### config.mk
export PLATFORM = sky130hd
export DESIGN_NAME = gamma_maxq_pipe_flat
export DESIGN_NICKNAME = d
export VERILOG_FILES = /design/src/rtl/gamma_maxq_pkg.sv /design/src/rtl/gamma_maxq_pipe_if.sv /design/src/rtl/gamma_maxq_pipe_fx_mul_sat.sv /design/src/rtl/gamma_maxq_pipe.sv /design/src/flat_wrapper.sv
export SDC_FILE = /design/constraint.sdc
export NUM_CORES = 2
export LEC_CHECK = 0
export ABC_CLOCK_PERIOD_IN_PS = 11200
export BUFFER_PORTS_ARGS = -buffer_cell sky130_fd_sc_hd__buf_2
export CORE_ASPECT_RATIO = 2
export CORE_UTILIZATION = 25
export DETAILED_ROUTE_END_ITERATION = 8
export GPL_TIMING_DRIVEN = 0
export PLACE_DENSITY = 0.37
export SLEW_MARGIN = 20
export SYNTH_ARGS = -nofsm -noshare
export SYNTH_HDL_FRONTEND = slang
export SYNTH_HIERARCHICAL = 1
export SYNTH_SLANG_ARGS = --single-unit
### constraint.sdc
create_clock -name CLK -period 11.2 [get_ports CLK]
set_clock_uncertainty 0.15 [all_clocks]
set_input_delay 0 -clock CLK [delete_from_list [all_inputs] [get_ports CLK]]
set_output_delay 0 -clock CLK [all_outputs]
set_load 0.1 [all_outputs]
### src/rtl/gamma_maxq_pkg.sv
// Shared fixed-point defaults and constants for the gamma*maxQ datapath.
package gamma_maxq_pkg;
  localparam int DATA_W_DEF = 24;
  localparam int FRAC_W_DEF = 14;

  typedef logic signed [DATA_W_DEF-1:0] fx_t;

  localparam fx_t ONE_FX = fx_t'(1) << FRAC_W_DEF;
  localparam fx_t FX_MAX = {1'b0, {(DATA_W_DEF-1){1'b1}}};
  localparam fx_t FX_MIN = {1'b1, {(DATA_W_DEF-1){1'b0}}};
endpackage

### src/rtl/gamma_maxq_pipe_if.sv
// Request/response bundle of the gamma*maxQ stage; slave is the pipeline side.
interface gamma_maxq_pipe_if
  import gamma_maxq_pkg::*;
#(
  parameter int NUM_STATES = 6,
  parameter int DATA_W     = DATA_W_DEF,
  parameter int SEL_W      = $clog2(NUM_STATES)
);
  logic                         in_valid;
  logic                         in_ready;
  logic [SEL_W-1:0]             s_to_en;
  logic [NUM_STATES*DATA_W-1:0] max_q_bus;
  logic [DATA_W-1:0]            gamma;
  logic                         out_valid;
  logic                         out_ready;
  logic [DATA_W-1:0]            gamma_maxq;
  logic                         sel_err;
  logic                         sat_flag;

  modport master (
    output in_valid, s_to_en, max_q_bus, gamma, out_ready,
    input  in_ready, out_valid, gamma_maxq, sel_err, sat_flag
  );
  modport slave (
    input  in_valid, s_to_en, max_q_bus, gamma, out_ready,
    output in_ready, out_valid, gamma_maxq, sel_err, sat_flag
  );
endinterface

### src/rtl/gamma_maxq_pipe_fx_mul_sat.sv
// Combinational signed fixed-point multiply, shift and saturate.
// GAMMA_MAXQ_ROUND_EN selects round-half-up instead of truncation.
module fx_mul_sat
  import gamma_maxq_pkg::*;
#(
  parameter int DATA_W = DATA_W_DEF,
  parameter int FRAC_W = FRAC_W_DEF
) (
  input  logic signed [DATA_W-1:0] a,
  input  logic signed [DATA_W-1:0] b,
  output logic signed [DATA_W-1:0] y,
  output logic                     sat
);
  localparam int PW = 2*DATA_W;
  localparam logic signed [PW-1:0] R_MAX = {{(PW-DATA_W+1){1'b0}}, {(DATA_W-1){1'b1}}};
  localparam logic signed [PW-1:0] R_MIN = {{(PW-DATA_W+1){1'b1}}, {(DATA_W-1){1'b0}}};

  logic signed [PW-1:0] p, pa, r;

  always_comb begin
    p = a * b;
`ifdef GAMMA_MAXQ_ROUND_EN
    // The full-width product has headroom, so adding half an LSB cannot wrap.
    pa = p + {{(PW-FRAC_W){1'b0}}, 1'b1, {(FRAC_W-1){1'b0}}};
`else
    pa = p;
`endif
    r   = pa >>> FRAC_W;
    sat = 1'b0;
    y   = r[DATA_W-1:0];
    if (r > R_MAX) begin
      sat = 1'b1;
      y   = {1'b0, {(DATA_W-1){1'b1}}};
    end else if (r < R_MIN) begin
      sat = 1'b1;
      y   = {1'b1, {(DATA_W-1){1'b0}}};
    end
  end
endmodule

### src/rtl/gamma_maxq_pipe.sv
// Two-stage gamma*maxQ pipeline: select next-state maxQ, then scale by gamma.
// Rounding mode is chosen in fx_mul_sat via GAMMA_MAXQ_ROUND_EN.
module gamma_maxq_pipe
  import gamma_maxq_pkg::*;
#(
  parameter int NUM_STATES = 6,
  parameter int DATA_W     = DATA_W_DEF,
  parameter int FRAC_W     = FRAC_W_DEF,
  parameter int SEL_W      = $clog2(NUM_STATES)
) (
  input logic             CLK,
  input logic             RST,
  gamma_maxq_pipe_if.slave bus
);
  localparam logic [SEL_W-1:0] LAST_SEL = SEL_W'(NUM_STATES-1);

  logic              s1_valid_q, s1_valid_d;
  logic [DATA_W-1:0] s1_q_q, s1_q_d, s1_g_q, s1_g_d;
  logic              out_valid_q, out_valid_d;
  logic [DATA_W-1:0] gamma_maxq_q, gamma_maxq_d;
  logic              sel_err_q, sel_err_d, sat_flag_q, sat_flag_d;

  logic              accept, s2_load, oob;
  logic [SEL_W-1:0]  sel_idx;
  logic [DATA_W-1:0] prod;
  logic              prod_sat;

  fx_mul_sat #(.DATA_W(DATA_W), .FRAC_W(FRAC_W)) u_mul (
    .a   (s1_q_q),
    .b   (s1_g_q),
    .y   (prod),
    .sat (prod_sat)
  );

  // in_ready looks through to out_ready so a draining output frees stage 1 in the same cycle.
  assign s2_load      = s1_valid_q && (!out_valid_q || bus.out_ready);
  assign bus.in_ready = !s1_valid_q || s2_load;
  assign accept       = bus.in_valid && bus.in_ready;
  assign oob          = bus.s_to_en > LAST_SEL;
  assign sel_idx      = oob ? '0 : bus.s_to_en;

  always_comb begin
    s1_valid_d   = accept || (s1_valid_q && !s2_load);
    s1_q_d       = s1_q_q;
    s1_g_d       = s1_g_q;
    out_valid_d  = s2_load || (out_valid_q && !bus.out_ready);
    gamma_maxq_d = gamma_maxq_q;
    sel_err_d    = sel_err_q || (accept && oob);
    sat_flag_d   = sat_flag_q || (s2_load && prod_sat);
    if (accept) begin
      s1_q_d = bus.max_q_bus[sel_idx*DATA_W +: DATA_W];
      s1_g_d = bus.gamma;
    end
    if (s2_load) gamma_maxq_d = prod;
  end

  always_ff @(posedge CLK or posedge RST) begin
    if (RST) begin
      s1_valid_q   <= 1'b0;
      s1_q_q       <= '0;
      s1_g_q       <= '0;
      out_valid_q  <= 1'b0;
      gamma_maxq_q <= '0;
      sel_err_q    <= 1'b0;
      sat_flag_q   <= 1'b0;
    end else begin
      s1_valid_q   <= s1_valid_d;
      s1_q_q       <= s1_q_d;
      s1_g_q       <= s1_g_d;
      out_valid_q  <= out_valid_d;
      gamma_maxq_q <= gamma_maxq_d;
      sel_err_q    <= sel_err_d;
      sat_flag_q   <= sat_flag_d;
    end
  end

  assign bus.out_valid  = out_valid_q;
  assign bus.gamma_maxq = gamma_maxq_q;
  assign bus.sel_err    = sel_err_q;
  assign bus.sat_flag   = sat_flag_q;
endmodule
### src/flat_wrapper.sv
// flat-port wrapper written by rule: the top's interface ports become plain ports
module gamma_maxq_pipe_flat import gamma_maxq_pkg::*;
#(
  parameter int NUM_STATES = 6,
  parameter int DATA_W     = DATA_W_DEF,
  parameter int FRAC_W     = FRAC_W_DEF,
  parameter int SEL_W      = $clog2(NUM_STATES)
)
  (CLK, RST, bus_in_valid, bus_s_to_en, bus_max_q_bus, bus_gamma, bus_out_ready, bus_in_ready, bus_out_valid, bus_gamma_maxq, bus_sel_err, bus_sat_flag);
  gamma_maxq_pipe_if #(.NUM_STATES(NUM_STATES), .DATA_W(DATA_W), .SEL_W(SEL_W)) bus_i ();
  input logic CLK;
  input logic RST;
  input wire logic [$bits(bus_i.in_valid)-1:0] bus_in_valid;
  input wire logic [$bits(bus_i.s_to_en)-1:0] bus_s_to_en;
  input wire logic [$bits(bus_i.max_q_bus)-1:0] bus_max_q_bus;
  input wire logic [$bits(bus_i.gamma)-1:0] bus_gamma;
  input wire logic [$bits(bus_i.out_ready)-1:0] bus_out_ready;
  output wire logic [$bits(bus_i.in_ready)-1:0] bus_in_ready;
  output wire logic [$bits(bus_i.out_valid)-1:0] bus_out_valid;
  output wire logic [$bits(bus_i.gamma_maxq)-1:0] bus_gamma_maxq;
  output wire logic [$bits(bus_i.sel_err)-1:0] bus_sel_err;
  output wire logic [$bits(bus_i.sat_flag)-1:0] bus_sat_flag;
  assign bus_i.in_valid = bus_in_valid;
  assign bus_i.s_to_en = bus_s_to_en;
  assign bus_i.max_q_bus = bus_max_q_bus;
  assign bus_i.gamma = bus_gamma;
  assign bus_i.out_ready = bus_out_ready;
  assign bus_in_ready = bus_i.in_ready;
  assign bus_out_valid = bus_i.out_valid;
  assign bus_gamma_maxq = bus_i.gamma_maxq;
  assign bus_sel_err = bus_i.sel_err;
  assign bus_sat_flag = bus_i.sat_flag;
  gamma_maxq_pipe #(.NUM_STATES(NUM_STATES), .DATA_W(DATA_W), .FRAC_W(FRAC_W), .SEL_W(SEL_W)) u_core (.CLK(CLK), .RST(RST), .bus(bus_i));
endmodule
# After elaboration in Yosys (flattened, before gate mapping)

Cells that the tools add are included.

Add/subtract/negate cells: 0
Multiply operators: 2
Divide/modulo/power cells: 0
$lt $le $gt $ge: 3
Eq/ne operators: 0
Shift-type cells: 1
Multiplexer cells: 5
Bitwise logic cells: 0
Reductions and logical operators: 16

Operators with widths:

| cell                                                                              | number |
|---|---|
| 144-bit by 9-bit variable part select with 24-bit output                          | 1 |
| 24-bit by 24-bit multiplier with 48-bit output                                    | 1 |
| 24-bit two-way mux                                                                | 2 |
| 34-bit by 24-bit greater-than comparator with 1-bit output, second input constant | 1 |
| 34-bit by 24-bit less-than comparator with 1-bit output, second input constant    | 1 |
| 1-bit logical AND                                                                 | 6 |
| 1-bit logical OR                                                                  | 6 |
| 3-bit by 2-bit multiplier with 5-bit output, second input constant                | 1 |
| 1-bit logical NOT                                                                 | 4 |
| 3-bit greater-than comparator, second input constant                              | 1 |
| 3-bit two-way mux                                                                 | 1 |
| 1-bit two-way mux                                                                 | 2 |

Register bits after elaboration: 76
Latch bits: 0
RAM bits: 0
ROM bits: 0
Input bits: 175
Output and inout port bits: 28
Word-level logic and storage cells: 34
Memories kept: 0

# Longest topological paths before layout

Word-level depth: 7
Mapped depth: 30
Depth with buffers taken out: 27

# Modules after synthesis

The synthesis kept the hierarchy.

Modules (own cells, without submodules):

| module          | instances | cells an instance | area an instance (um2) | seq. area each (um2) |
|---|---|---|---|---|
| fx_mul_sat      | 1         | 2387              | 21799.7                | 0.0 |
| gamma_maxq_pipe | 1         | 385               | 4345.4                 | 1901.8 |

# Least setup slack after synthesis

OpenSTA, ideal clock, no wires.

Kind: reg2reg
From: register u_core.s1_q_q[23]
To: register u_core.gamma_maxq_q[14] (netlist: u_core/bus.gamma_maxq[14])
Setup time: 0.128 ns
Arrival time: 7.617 ns
Data required time: 10.922 ns
Path slack: 3.305 ns
Cell stages (with the launch flop): 25
Path buffers: 2
Period minus slack after synthesis: 7.895 ns
Cell sequence: dfrtp_1 clkbuf_1 nand2_1 inv_1 fa_1 fa_1 inv_1 fa_1 inv_1 fa_1 fa_1 fa_1 fa_1 ha_1 nand2_1 o21ai_0 a211o_1 a21oi_1 and2_1 a21oi_1 xor2_4 o41ai_4 buf_6 o21ai_2 mux2_1

Word-level cells in the longest chain between the ends: 4
Elaborated cells on any way between the ends: 5
Those cells by class: mul: 1; order compare: 2; mux: 2

RTL lines:

| element                                                 | RTL line                         | source |
|---|---|---|
| start: declaration                                      | gamma_maxq_pipe.sv:18            | `logic [DATA_W-1:0] s1_q_q, s1_q_d, s1_g_q, s1_g_d;` |
| start signal: assignment                                | gamma_maxq_pipe.sv:68            | `s1_q_q <= s1_q_d;` |
| 24-bit by 24-bit multiplier with 48-bit output (*)      | gamma_maxq_pipe_fx_mul_sat.sv:21 | `p = a * b;` |
| 34-bit by 24-bit less-than comparator with 1-bit output | gamma_maxq_pipe_fx_mul_sat.sv:34 | `end else if (r < R_MIN) begin` |
| 24-bit two-way mux                                      | gamma_maxq_pipe_fx_mul_sat.sv:34 |  |
| 24-bit two-way mux (*)                                  | gamma_maxq_pipe_fx_mul_sat.sv:31 | `if (r > R_MAX) begin` |
| via u_core.prod[14]                                     | gamma_maxq_pipe.sv:25            | `logic [DATA_W-1:0] prod;` |
| end signal: assignment                                  | gamma_maxq_pipe.sv:71            | `gamma_maxq_q <= gamma_maxq_d;` |
| end: declaration                                        | gamma_maxq_pipe.sv:20            | `logic [DATA_W-1:0] gamma_maxq_q, gamma_maxq_d;` |

Mark *: on every way through the listed nets, which the timed path passes. The rest lies on a longest branch.
A chain may end at the register's enable or synchronous reset.

# Worst setup path after layout

From: register u_core.s1_q_q[23]
To: register u_core.gamma_maxq_q[11] (netlist: u_core/bus.gamma_maxq[11])

The elaborated chain is that of the path after synthesis.

==> metrics.txt <==
Hold WS=0.141 ns; Max Cap Viol=0; CP Cell Sequence=clkbuf_1 > nand2_1 > inv_1 > fa_1 > fa_1 > inv_1 > fa_1 > inv_1 > fa_1 > fa_1 > fa_1 > fa_1 > ha_1 > nand2_1 > nor3_1 > and3_1 > a31oi_1 > and2_1 > a21oi_1 > xor2_4 > o41ai_4 > buf_6 > o21ai_2 > mux2_1; gpl congestion=0.903; delay-heaviest family, CP=adder cells; critical path required time=11.36 ns; 1st-iter DRT viols=953; Final #Nets=3997; Post-CTS Setup Repair Bufs=0; CTS H-tree lvls=3; TritonCTS buffer count=9; Mean Syn Cell Area=9.43 um2; Initial Util=25.2%; total number of vias=20500; Max Fclk=101 MHz; Syn Inst Count=2772; Total Routing Usage GR=21.2%; Clk pin slew, worst setup/hold paths=0.10 ns; relative slew slack=30.0%; critical path class=register to register; share of layout cells above drive strength 1=11.1%; final WL=110000 um; final hold vios=0; fin. max-slew vios=0; CORE AREA=104000 um2; clock tree root driver cell=clkbuf_16; slowest CP cell=fa_1; post-cts resize count=0; dpl cells=4326; share of Yosys cell area claimed by the top area cell type=46.4%; crit path DAT=10.10 ns; Critical Path Start Type=register; DIE AREA=106000 um2; Post-synth ARST share=100%; I/O Pins=203; Warnings, synthesis=6; vias in the first global route=23100; Clk Latency, worst-skew pair=0.46 ns; worst stage delay on the critical path=0.74 ns; mapped cell area=26100 um2; initial antenna violation count=3; width of the die=231 um; WP buf/inv=5; largest fanout on the critical path=10; Avg Vias per Cell=4.60; Sink Count=76; remaining design rule violation count=0; Sum Neg Setup Slack=0 ns; Hold Crit Class=primary input to register; Critical Path End Type=register; synth unique cells=80; RSZ-0062 raised after global routing=no; status=finished clean; Post-synth EDFFs=0; syn_nets=3683; top cells by area, synth=fa_1 46%, inv_1 8.7%, dfrtp_1 7.3%, and2_1 6.4%, ha_1 6.2%; final cell count without fillers=4451; Layout area overhead=15.7%; CP dominant cell by count=fa_1; I/O Buffers=200; wire per inst=24.8 um; CTS tree=yes; register area share after synthesis=7.27%; Pre-antenna DRT Iters=5; clk buf depth=2; largest net degree at the start of global routing=53; measured slew at the worst slew-check pin=1.05 ns; Period Utilization, post-route=88.7%; Die Y=459 um; DP HPWL=97000 um; first-pass GRT wire length=156000 um; largest area contributor in the synthesized netlist=fa_1; Cell Rows=167; GRT Residual Overflow=0; Setup violations, final=0; FF+latch count, synth=76; Most used DFF post-synth=dfrtp_1; crit path time final=9.94 ns; post-detailed-route count of antenna-violating nets=0
==> per-layer routing <==
metal	vias up	part of all wire (%)	GRT usage [%]
met3	182	1.8	1.38
met2	430	60	43.3
li1	8997	-	-
met5	-	0	0
met4	0	8.8	17.0
met1	10800	30	18.6
==> path summary, 6_finish.rpt <==
| kind | cells after the start | to | start | slack (ns) |
|---|---|---|---|---|
| hold / removal | 3 | u_core/s1_g_q[17]$_DFFE_PP0P_ | bus_gamma[17] | 0.14 |
| min in group asynchronous | 4 | u_core/bus.gamma_maxq[23]$_DFFE_PP0P_ | RST | 0.48 |
| hold reg to reg | 1 | u_core/bus.sat_flag$_DFF_PP0_ | u_core/bus.sat_flag$_DFF_PP0_ | 0.32 |
| setup reg to reg | 24 | u_core/bus.gamma_maxq[11]$_DFFE_PP0P_ | u_core/s1_q_q[23]$_DFFE_PP0P_ | 1.26 |
| max in group asynchronous | 5 | u_core/s1_g_q[13]$_DFFE_PP0P_ | RST | 9.71 |
| setup / recovery | 24 | u_core/bus.gamma_maxq[11]$_DFFE_PP0P_ | u_core/s1_q_q[23]$_DFFE_PP0P_ | 1.26 |
==> metrics by stage <==
step / instance area, um2 / setup WS (ns) / utilization (%)
after floorplan: 26100 / 3.30 / -
after global placement: 28800 / 0.385 / 27.8
after detailed placement: 28900 / 1.24 / 27.9
after CTS: 30200 / 1.19 / 29.2
after global routing: 30200 / 0.801 / 29.2
final: 30200 / 1.26 / 29.2
==> sequential cells by signal, indices dropped and copies added (netlist names) <==
signal                 cells
u_core/bus.sat_flag        1
u_core/s1_g_q             24
u_core/s1_valid_q          1
u_core/s1_q_q             24
u_core/bus.sel_err         1
u_core/bus.gamma_maxq     24
u_core/bus.out_valid       1
==> cell type report <==
type / count / area (um2)
fill: 11500 / 73400
multi-input combinational: 1938 / 21300
inverter: 610 / 2290
timing repair buffer: 303 / 2050
sequential: 76 / 1900
tap: 1352 / 1690
buffer: 148 / 712
clock buffer: 9 / 225
clock inverter: 7 / 92.6
antenna: 8 / 20.0
==> cells in the final DEF (no fill, tap or decap), types with 28 or more instances in the layout <==
| cell type | instances |
|---|---|
| inv_1 | 608 |
| fa_1 | 606 |
| nand2_1 | 352 |
| and2_1 | 269 |
| buf_2 | 223 |
| ha_1 | 130 |
| clkbuf_1 | 105 |
| dlygate4sd3_1 | 101 |
| dfrtp_1 | 76 |
| a21oi_1 | 62 |
| mux2i_1 | 49 |
| mux2_1 | 42 |
| nor2_1 | 38 |
| nand2b_1 | 36 |
| xnor2_1 | 29 |
| nor2b_1 | 28 |
==> Yosys cell counts (8+ instances only) <==
cell type    n
o21ai_1     12
xnor2_1     29
nor2b_1     28
nand4_1     10
a21oi_1     63
a21o_1      10
nand3_1     22
o211ai_1     8
nor3_1      12
and2_1     269
ha_1       130
a31oi_1     11
o21ai_2     21
nor2_1      38
dfrtp_1     76
xor2_1      11
fa_1       606
buf_2       23
mux2_1      42
mux2i_1     49
clkbuf_1   105
a211oi_1    27
inv_1      609
buf_4        8
nand2_1    352
o21ai_0     17
buf_6       10
nand2b_1    36
o31ai_2     20
o22ai_1     26
==> worst min-delay path, delay by kind of cell <==
family	cells	cell delay, ns
buffers and inverters	2	0.61
muxes	1	0.11
==> what timing repair did <==
| item | 4_1_cts | 5_1_grt |
|---|---|---|
| endpoints found under the hold margin | 127 | 0 |
| setup endpoints to repair | 0 | 0 |
| hold buffers | 101 | 0 |
==> cell families (layout without fill, tap and decap cells) <==
family                     count (synthesis)  count (layout)  share of synthesized area [%]
adders and majority gates                736             736                           52.6
xor gates and xnor gates                  43              43                           1.61
and+or+nand+nor                          791             791                           15.3
buffers and inverters                    758            1077                           11.5
muxes                                     97              97                           3.94
DFF                                       76              76                           7.27
other                                      0               8                              0
AOI/OAI and AO/OA                        271             271                           7.82
Power is not shown: default switching activity piles up to over one toggle a cycle in this logic, so the estimate is an artifact.
